## src/rtl/uart_rx_fifo.sv

```systemverilog
// Receive-side FWFT byte FIFO behind uart_rx: drops framing-error bytes and
// reports occupancy, sticky error flags and whether a complete line is buffered.
module uart_rx_fifo #(
    parameter int unsigned DATA_WIDTH = 8,
    parameter int unsigned DEPTH_LOG2 = 4,
    parameter logic [DATA_WIDTH-1:0] NEWLINE = DATA_WIDTH'(8'h0A)
) (
    input  logic                  clk,
    input  logic                  rst,
    input  logic [DATA_WIDTH-1:0] uart_rx_data,
    input  logic                  uart_rx_valid,
    input  logic                  uart_rx_err,
    input  logic                  rd_en,
    output logic [DATA_WIDTH-1:0] rd_data,
    output logic                  empty,
    output logic                  full,
    output logic [DEPTH_LOG2:0]   count,
    output logic                  line_avail,
    output logic                  overflow,
    output logic                  frame_err,
    input  logic                  clr_flags
);

    localparam int unsigned DEPTH = 1 << DEPTH_LOG2;
    localparam int unsigned CNT_W = DEPTH_LOG2 + 1;

    logic [DATA_WIDTH-1:0] mem [DEPTH];
    logic [DEPTH_LOG2-1:0] wr_ptr;
    logic [DEPTH_LOG2-1:0] rd_ptr;
    logic [CNT_W-1:0]      nl_count;

    logic good_byte;
    logic push;
    logic pop;
    logic nl_in;
    logic nl_out;
    logic overflow_set;
    logic frame_err_set;

    // Status is a pure decode of the registered counters.
    assign empty      = (count == CNT_W'(0));
    assign full       = (count == CNT_W'(DEPTH));
    assign line_avail = (nl_count != CNT_W'(0));
    assign rd_data    = mem[rd_ptr];

    // A full FIFO still accepts a byte when the head leaves in the same cycle.
    assign good_byte     = uart_rx_valid & ~uart_rx_err;
    assign pop           = rd_en & ~empty;
    assign push          = good_byte & (~full | pop);
    assign nl_in         = push & (uart_rx_data == NEWLINE);
    assign nl_out        = pop & (rd_data == NEWLINE);
    assign overflow_set  = good_byte & full & ~pop;
    assign frame_err_set = uart_rx_valid & uart_rx_err;

    // Storage is intentionally left unreset; only pointers qualify it.
    always_ff @(posedge clk) begin
        if (push) begin
            mem[wr_ptr] <= uart_rx_data;
        end
    end

    always_ff @(posedge clk or posedge rst) begin
        if (rst) begin
            wr_ptr <= '0;
            rd_ptr <= '0;
        end else begin
            if (push) begin
                wr_ptr <= wr_ptr + DEPTH_LOG2'(1);
            end
            if (pop) begin
                rd_ptr <= rd_ptr + DEPTH_LOG2'(1);
            end
        end
    end

    always_ff @(posedge clk or posedge rst) begin
        if (rst) begin
            count <= '0;
        end else begin
            unique case ({push, pop})
                2'b10:   count <= count + CNT_W'(1);
                2'b01:   count <= count - CNT_W'(1);
                default: count <= count;
            endcase
        end
    end

    // Number of buffered terminators; nonzero means a whole line can be read.
    always_ff @(posedge clk or posedge rst) begin
        if (rst) begin
            nl_count <= '0;
        end else begin
            unique case ({nl_in, nl_out})
                2'b10:   nl_count <= nl_count + CNT_W'(1);
                2'b01:   nl_count <= nl_count - CNT_W'(1);
                default: nl_count <= nl_count;
            endcase
        end
    end

    // Sticky flags: a set in the same cycle as a clear takes precedence.
    always_ff @(posedge clk or posedge rst) begin
        if (rst) begin
            overflow  <= 1'b0;
            frame_err <= 1'b0;
        end else begin
            overflow  <= overflow_set  | (overflow  & ~clr_flags);
            frame_err <= frame_err_set | (frame_err & ~clr_flags);
        end
    end

endmodule
```

## config.mk

```make
export PLATFORM = sky130hd
export DESIGN_NAME = uart_rx_fifo
export DESIGN_NICKNAME = d
export VERILOG_FILES = /design/src/rtl/uart_rx_fifo.sv
export SDC_FILE = /design/constraint.sdc
export NUM_CORES = 1
export LEC_CHECK = 0
export ABC_AREA = 1
export CORE_MARGIN = 2
export CORE_UTILIZATION = 60
export CTS_CLUSTER_DIAMETER = 120
export DETAILED_ROUTE_END_ITERATION = 7
export PLACE_DENSITY = 0.85
export SLEW_MARGIN = 20
export SYNTH_ARGS = -nofsm -noshare
export SYNTH_HDL_FRONTEND = slang
export SYNTH_SLANG_ARGS = --single-unit
```

## constraint.sdc

```tcl
create_clock -name clk -period 6.63 [get_ports clk]
set_clock_uncertainty 0.05 [all_clocks]
set_input_delay 0.9945 -clock clk [delete_from_list [all_inputs] [get_ports clk]]
set_output_delay 0.9945 -clock clk [all_outputs]
set_load 0.02 [all_outputs]
```

# == Word-level counts from Yosys, hierarchy flattened ==
# Memories as Yosys holds them, arrays and structs flattened.
# Cells that the tools add are included.
# W data, S select, Z words.
# totals
regBits,20
wordCells,46
ram_bits,128
output_inout_bits,18
n_memories,1
# op_classes
reduce_logical,4
n_bitwise,18
n_eq_ne,7
mux,4
add_sub_neg,6
# mem_list
name,depth,word_bits,read_ports,rd_ports_with_merged_regs,wr,line,text
mem,16,8,1,0,1,27,logic [DATA_WIDTH-1:0] mem [DEPTH];
# op_table
operator,n
$pmux W5 S2,2
$eq A8 B4 Y1 const B,2
$add A5 B1 Y5 const B,2
$and A1 B1 Y1,10
$sub A5 B1 Y5 const B,2
$add A4 B1 Y4 const B,2
$eq A5 B5 Y1 const B,1
$logic_not A5 Y1,1
$not A1 Y1,5
$reduce_bool A5 Y1,1
$eq A2 B1 Y1 const B,2
$eq A2 B2 Y1 const B,2
$reduce_bool A2 Y1,2
$or A1 B1 Y1,3
$mux W1,2

# == Depth between registers and ports, before layout ==
# Gate-level depths: netlist (run 1).
# logic_depth
ltp_word,8
mapped_depth,21
ltp_nobuf,20

# == Worst setup path after synthesis (run 1) ==
# No wires, ideal clock.
# synth_path
path_type,in2reg
from,input uart_rx_data[0]
to,register nl_count[3]
setup_ns,0.134
cell_stages,13
setup_slack_ns,3.800
path_buffers,0
arrival_time_ns,2.646
cell_sequence,nor4_1 > nand3_1 > nor3_1 > nand2_1 > ha_1 > ha_1 > nand2_1 > nand2_1 > a21oi_1 > inv_1 > or2_2 > nand2_1 > o21ai_0
# synth_via
elab_chain_len,4
word_cells_on_any_way,6
classes_between,3 x eq/ne; 1 x mux; 1 x bitwise; 1 x reduce/logical
# synth_lines
item,line,text
from (decl),10,"input logic [DATA_WIDTH-1:0] uart_rx_data,"
$eq A8 B4 Y1 (*),50,assign nl_in = push & (uart_rx_data == NEWLINE);
$and A1 B1 Y1 (*),50,
$eq A2 B1 Y1 / $eq A2 B2 Y1 (equally long branches),93,"unique case ({nl_in, nl_out})"
$pmux W5 S2 / $reduce_bool A2 Y1 (equally long branches),n/a,
to (signal assigned),94,2'b10: nl_count <= nl_count + CNT_W'(1);
to (signal assigned),95,2'b01: nl_count <= nl_count - CNT_W'(1);
to (signal assigned),96,default: nl_count <= nl_count;
to (decl),30,logic [CNT_W-1:0] nl_count;
# Every way passes the cells marked *; elsewhere a longest branch is shown, timed or not.
# A chain may end at the register's enable or synchronous reset.

# == Final worst setup path (run 1) ==
# layout_path
from,register rd_ptr[2]
to,output rd_data[7]
# layout_via
elab_chain_len,1
# layout_lines
item,line,text
from (decl),29,logic [DEPTH_LOG2-1:0] rd_ptr;
from (signal assigned),71,rd_ptr <= rd_ptr + DEPTH_LOG2'(1);
$mem_v2 Z16 W8,n/a,
to (decl),14,"output logic [DATA_WIDTH-1:0] rd_data,"
# Every way passes these cells.

==> metrics.md, run 1 <==
| Metric | Value |
|---|---|
| Status | `completed` |
| Clock share of power | `0.296` |
| Drt total wl | `14900 um` |
| Worst path required time | `5.59 ns` |
| Synth Net Count | `645` |
| Clock latency on the worst-skew pair | `0.55 ns` |
| Via density | `5.84` |
| Number of buffers added on ports | `31` |
| Largest net degree at the start of global routing | `68` |
| Clock buffer count from CTS | `17` |
| Fraction of layout cells with a size suffix above 1 | `0.0699` |
| Post-Syn Area per Cell | `10.7 um^2` |
| Comb power frac | `0.354` |
| Pre-antenna DRT Iters | `6` |
| Max Buffers Root-to-Sink | `2` |
| Gate Count Post-Synth | `616` |
| Yosys cell types | `28` |
| FP Rows | `38` |
| Worst Path Class, Setup | `reg2out` |
| Met3 wire length | `1570 um` |
| Dominant cell type by area after synthesis | `edfxtp_1` |
| Chip Width | `109 um` |
| Crit end category | `primary output` |
| DR WL met2 | `7450 um` |
| Vias in the first global route | `4515` |
| R2R Setup Slk | `2.46 ns` |
| Startpoint Class | `flop` |
| Post-Place Cells | `766` |
| Crit path DAT | `3.44 ns` |
| Worst hold path endpoint | `nl_count[0]` |
| Slew margin rel. | `0.259` |
| RR Startpoint | `rd_ptr[2]` |
| Yosys reg bits | `148` |
| Root Buffer | `clkbuf_8` |
| Final Max Slew Viols | `0` |
| GR Overflow Total | `0` |
| I/O Pins | `32` |
| Worst reg2reg path depth | `17` |
| RSZ-0062 raised after global routing | `no` |
| Sequential share of power | `0.350` |
| Area contributors post-synth | `edfxtp_1, nand2_1, dfrtp_1, nand3_1, nor2_1` |
| FMAX | `0.223 GHz` |
| Net Sw Frac | `0.373` |
| Min Tclk post-route | `4.48 ns` |
| Fin crit share | `0.676` |
| MaxCap Viol Count | `0` |
| Cell Int Power | `2120 uW` |
| Critical Path Start | `rd_ptr[2]` |
| Final Setup Violations | `0` |
| TritonCTS sink count | `148` |
| First-pass GRT wire length | `23000 um` |
| Placer Congestion | `0.800` |
| Die Area | `0.0118 mm^2` |
| Cts repair resizes | `0` |
| Post-CTS setup buffer count | `0` |
| CTS tree | `done` |
| Gr usage total | `0.270` |
| Initial antenna violation count | `0` |
| Share of the synthesized area in the top cell type | `0.586` |
| Sequential-to-total area share from yosys stat | `0.662` |
| Leakage | `0.00301 uW` |
| Final setup TNS | `0 ns` |
| Initial Util | `0.611` |
| R2R Path End | `nl_count[4]` |
| Fill cells | `714` |
| CP max FO | `18` |
| Hold WC Path Type | `reg2reg` |
| Max Used Layer | `met4` |
| Wire per inst | `18.7 um` |
| Vias post-DR | `4659` |
| Cell Pwr Density | `448 mW/mm^2` |
| Detailed placement HPWL | `8620 um` |
| Yosys warnings | `0` |
| P&R area growth vs syn | `14.9%` |
| 1st-iter DRT viols | `530` |
| Non-Filler Instances | `798` |
| Clock slew at reported path FFs | `0.06 ns` |
| Routed length on met1 | `5460 um` |
| Max IR drop VDD | `0.417 mV` |
| Worst slew pin tran | `1.11 ns` |
| Hold-critical path depth | `1` |
| H-tree level count | `4` |
| Die Ht | `109 um` |
| Final Hold Violating Endpoints | `0` |
| Hold_sp | `nl_count[0]` |
| Core area | `0.0107 mm^2` |
| Net switching power | `1260 uW` |
| Routed Antenna Nets | `0` |
| Nets | `674` |
| Diodes inserted | `0` |
| CTS Hold Bufs | `0` |
| Mapped Area | `0.00656 mm^2` |
| DRC viols | `0` |
stage by stage:
stage / setup WS, ns / hold WS, ns / utilization / instance area, um^2 / power [uW]
floorplan: 3.80 / 0.397 / - / 6560 / 1990
global placement: 2.72 / 0.416 / 0.644 / 6920 / 2300
detailed placement: 2.58 / 0.438 / 0.645 / 6930 / 2350
CTS: 2.28 / 0.452 / 0.702 / 7540 / 3360
global route: 2.11 / 0.465 / 0.702 / 7540 / 3530
finish: 2.15 / 0.444 / 0.702 / 7540 / 3380
worst max-delay path, cell delays in order (launching register included):
cell	delay (ns)
dfrtp_1	0.83
clkinv_1	0.78
nand3_1	0.33
nand3_1	0.18
nand2_1	0.14
clkdlybuf4s50_1	0.62
cells in the final DEF, fill, tap and decap left out, drive strengths merged:
cell	instances
inv	65
xnor2	3
clkinv	5
buf	4
nand2	150
nand3	63
a21o	1
fa	2
nor3	5
bufinv	4
clkinvlp	2
o21ai	42
edfxtp	128
nor4	1
ha	13
clkdlybuf4s50	31
dfrtp	20
nand4	2
or2	1
o211ai	6
a21oi	7
xor2	8
nor2	77
clkbuf	18
metal layers:
| layer | vias up | global-route usage |
|---|---|---|
| li1 | 2120 | - |
| met1 | 2213 | 0.338 |
| met2 | 281 | 0.442 |
| met3 | 45 | 0.0645 |
| met4 | 0 | 0.133 |
| met5 | - | 0 |
synthesized netlist by cell type:
cell,number
xor2_1,8
a21oi_1,7
buf_4,2
xnor2_1,3
buf_6,6
o21ai_0,24
dfrtp_1,20
edfxtp_1,128
buf_2,13
a21o_1,1
nor2_2,1
inv_1,56
inv_2,4
or2_2,1
o211ai_1,6
fa_1,2
nand4_1,2
clkinv_1,2
o21ai_1,18
nor2_1,76
nor4_1,1
nand3_1,63
clkbuf_1,3
nand2_1,147
nor3_1,5
nand2_2,3
ha_1,13
buf_1,1
power groups by stage:
stage               registers, uW  clock network [uW]  logic (uW)
finish                       1180                1000        1200
global placement             1190                   0        1110
detailed placement           1200                   0        1150
CTS                          1180                1000        1180
global route                 1190                1040        1300
floorplan                    1180                   0         818
sequential cells by signal, indices dropped and copies added, names as in the netlist:
name	cells
count	5
frame_err	1
mem	128
nl_count	5
overflow	1
rd_ptr	4
wr_ptr	4
kinds of logic after synthesis:
family,Yosys count,synth area share
compound gates,56,0.0454
flops,148,0.662
buf+inv,87,0.0602
fa+ha+maj,15,0.0309
simple gates,299,0.187
xor+xnor,11,0.0147
worst max path at each step:
stage,endpoint,slack [ns],cells after the start
floorplan,nl_count[3],3.80,13
global placement,nl_count[3],2.72,14
detailed placement,nl_count[3],2.58,14
CTS,rd_data[4],2.28,5
global route,rd_data[7],2.11,5
finish,rd_data[7],2.15,5
cell type report:
class                   count  area [um^2]  share of cell area
inverters                  62          233              0.0309
repair buffers             35          340              0.0451
multi-input cells         381         1830               0.243
flip-flops and latches    148         4350               0.576
well taps                 140          175              0.0232
clock buffers              18          418              0.0554
clock inverters            14          196              0.0260
Note: power is estimated with default switching activity, not from simulation.
==> inputs of run 2 (changes only) <==
Settings changed: CORE_UTILIZATION 60 to 54, PLACE_DENSITY 0.85 to 0.82.
Clock period 6.63 ns to 3.77 ns, I/O delays scaled along.
==> run 2 against run 1 <==
  * Global-route usage shrank 2.1 points
  * Core utilization is 5.6 points lower
  * Combinational power rose by 80%
  * Non-clock buffer count up 17
  * Clock power rose by 89%
  * Register-to-register slack worse by 2.1 ns
  * Sequential share of layout area decreased by 1.4 points
  * Die area is 11% higher
  * Critical endpoint is now nl_count[3]
  * Largest cell class unchanged
  * Largest power group unchanged
==> metrics.md, run 2 (same netlist as run 1, synthesis figures left out) <==
| Metric | Value |
|---|---|
| Initial Util | `0.549` |
| Root Buffer | `clkbuf_16` |
| Met3 wire length | `1330 um` |
| I/O Pins | `32` |
| Drt total wl | `14800 um` |
| Die Ht | `114 um` |
| Vias post-DR | `4657` |
| GR Overflow Total | `0` |
| Final instance area | `0.00773 mm^2` |
| Gr usage total | `0.249` |
| RSZ-0062 raised after global routing | `no` |
| Startpoint Class | `flop` |
| Worst slew pin tran | `0.904 ns` |
| DR WL met2 | `7460 um` |
| Status | `completed` |
| Most frequent cell on the critical path | `nand2_1` |
| CP max FO | `67` |
| Cell Pwr Density | `787 mW/mm^2` |
| Post-CTS setup buffer count | `0` |
| Slowest stage cell, crit path | `buf_4` |
| First-pass GRT wire length | `23900 um` |
| Final setup TNS | `0 ns` |
| Crit end category | `flop` |
| Pre-antenna DRT Iters | `6` |
| Hold WC Path Type | `reg2reg` |
| Largest regs | `mem: 128 flops, count: 5 flops, nl_count: 5 flops` |
| FMAX | `0.289 GHz` |
| Core area | `0.0120 mm^2` |
| Final Hold Violating Endpoints | `0` |
| Diodes inserted | `0` |
| Final Setup Violations | `0` |
| Number of buffers added on ports | `31` |
| Max IR drop VDD | `0.541 mV` |
| Max stage delay on crit path | `0.58 ns` |
| Clock slew at reported path FFs | `0.06 ns` |
| Detailed placement HPWL | `9380 um` |
| Worst Path Buf+Inv | `3` |
| Largest register by flop count | `mem` |
| Hold Worst Slack | `0.433 ns` |
| Max Buffers Root-to-Sink | `2` |
| Min Tclk post-route | `3.46 ns` |
| 1st-iter DRT viols | `459` |
| H-tree level count | `4` |
| CTS Hold Bufs | `0` |
| Die Area | `0.0131 mm^2` |
| Worst path required time | `4.01 ns` |
| P&R area growth vs syn | `17.8%` |
| Via density | `5.67` |
| FP Rows | `40` |
| Leakage | `0.00312 uW` |
| Routed Antenna Nets | `0` |
| Clock latency on the worst-skew pair | `0.43 ns` |
| Largest net degree at the start of global routing | `68` |
| Most frequent cells in the layout | `nand2_1, edfxtp_1, nor2_1` |
| Slew margin rel. | `0.395` |
| Clock buffer count from CTS | `17` |
| Routed length on met1 | `5720 um` |
| Wire per inst | `18.0 um` |
| Vias in the first global route | `4658` |
| Largest register FFs | `128` |
| Overall power | `6080 uW` |
| Max Used Layer | `met4` |
| Fill cells | `869` |
| Cts repair resizes | `0` |
| DRC viols | `0` |
| Initial antenna violation count | `0` |
| Chip Width | `114 um` |
| TritonCTS sink count | `148` |
| Crit-path cells | `buf_4 > nand2_1 > nand2_1 > nand2_1 > nand3_1 > nand3_1 > nand2_1 > inv_1 > nor2_1 > nand3_1 > nor2_1 > ha_1 > ha_1 > nand2_1 > nand2_1 > a21oi_1 > inv_1 > or2_2 > nand2_1 > o21ai_0` |
| Final Max Slew Viols | `0` |
| CTS tree | `done` |
| MaxCap Viol Count | `0` |
| Fin crit share | `0.917` |
| DP Area | `0.00707 mm^2` |
| CP top delay family | `simple AND/OR/NAND/NOR gates` |
| Fraction of layout cells with a size suffix above 1 | `0.0904` |
| Worst Path Class, Setup | `reg2reg` |
| Most common cell after layout, fill and taps aside | `nand2_1` |
| Placer Congestion | `0.913` |
| Nets | `691` |
| Crit path DAT | `3.69 ns` |
| R2R Setup Slk | `0.31 ns` |
-- run 2: layout make-up --
| class | instances | area, um^2 | area share |
|---|---|---|---|
| Clock buffer | 18 | 429 | 0.0555 |
| Clock inverter | 14 | 234 | 0.0303 |
| Inverter | 62 | 233 | 0.0301 |
| Multi-Input combinational cell | 381 | 1820 | 0.236 |
| Sequential cell | 148 | 4350 | 0.562 |
| Tap cell | 147 | 184 | 0.0238 |
| Timing Repair Buffer | 52 | 480 | 0.0622 |
-- run 2: final timing paths --
kind | startpoint | endpoint | cells past startpoint
setup / recovery | rd_ptr[0] | nl_count[3] | 20
min in group asynchronous | rst | overflow | 2
hold / removal | nl_count[4] | nl_count[4] | 1
setup reg to reg | rd_ptr[0] | nl_count[3] | 20
max in group asynchronous | rst | rd_ptr[0] | 2
hold reg to reg | nl_count[4] | nl_count[4] | 1
-- run 2: metal layers --
metal | vias to the layer above | GRT usage
li1 | 2153 | -
met1 | 2225 | 0.326
met2 | 250 | 0.397
met3 | 29 | 0.0619
met4 | 0 | 0.114
met5 | - | 0
-- run 2: power breakdown --
part           leakage, uW  total [uW]  internal [uW]  switching, uW
Clock             0.000314        1890           1240            653
Sequential         0.00140        2030           1930           99.2
Combinational      0.00140        2160            748           1420
Total              0.00312        6080           3920           2170
-- run 2: stage by stage --
stage                     std cells  setup WS (ns)  utilization
final                           822          0.314        0.646
after global routing            822         0.0457        0.646
after CTS                       822          0.368        0.646
after detailed placement        790          0.382        0.591
after global placement          790          0.600        0.591
after floorplan                 616           1.02            -
==> inputs of run 3 (changes only) <==
Settings changed: CTS_CLUSTER_SIZE set to 14.
==> results of run 3 <==
No change in the layout: final DEF, timing and power equal those of run 2.
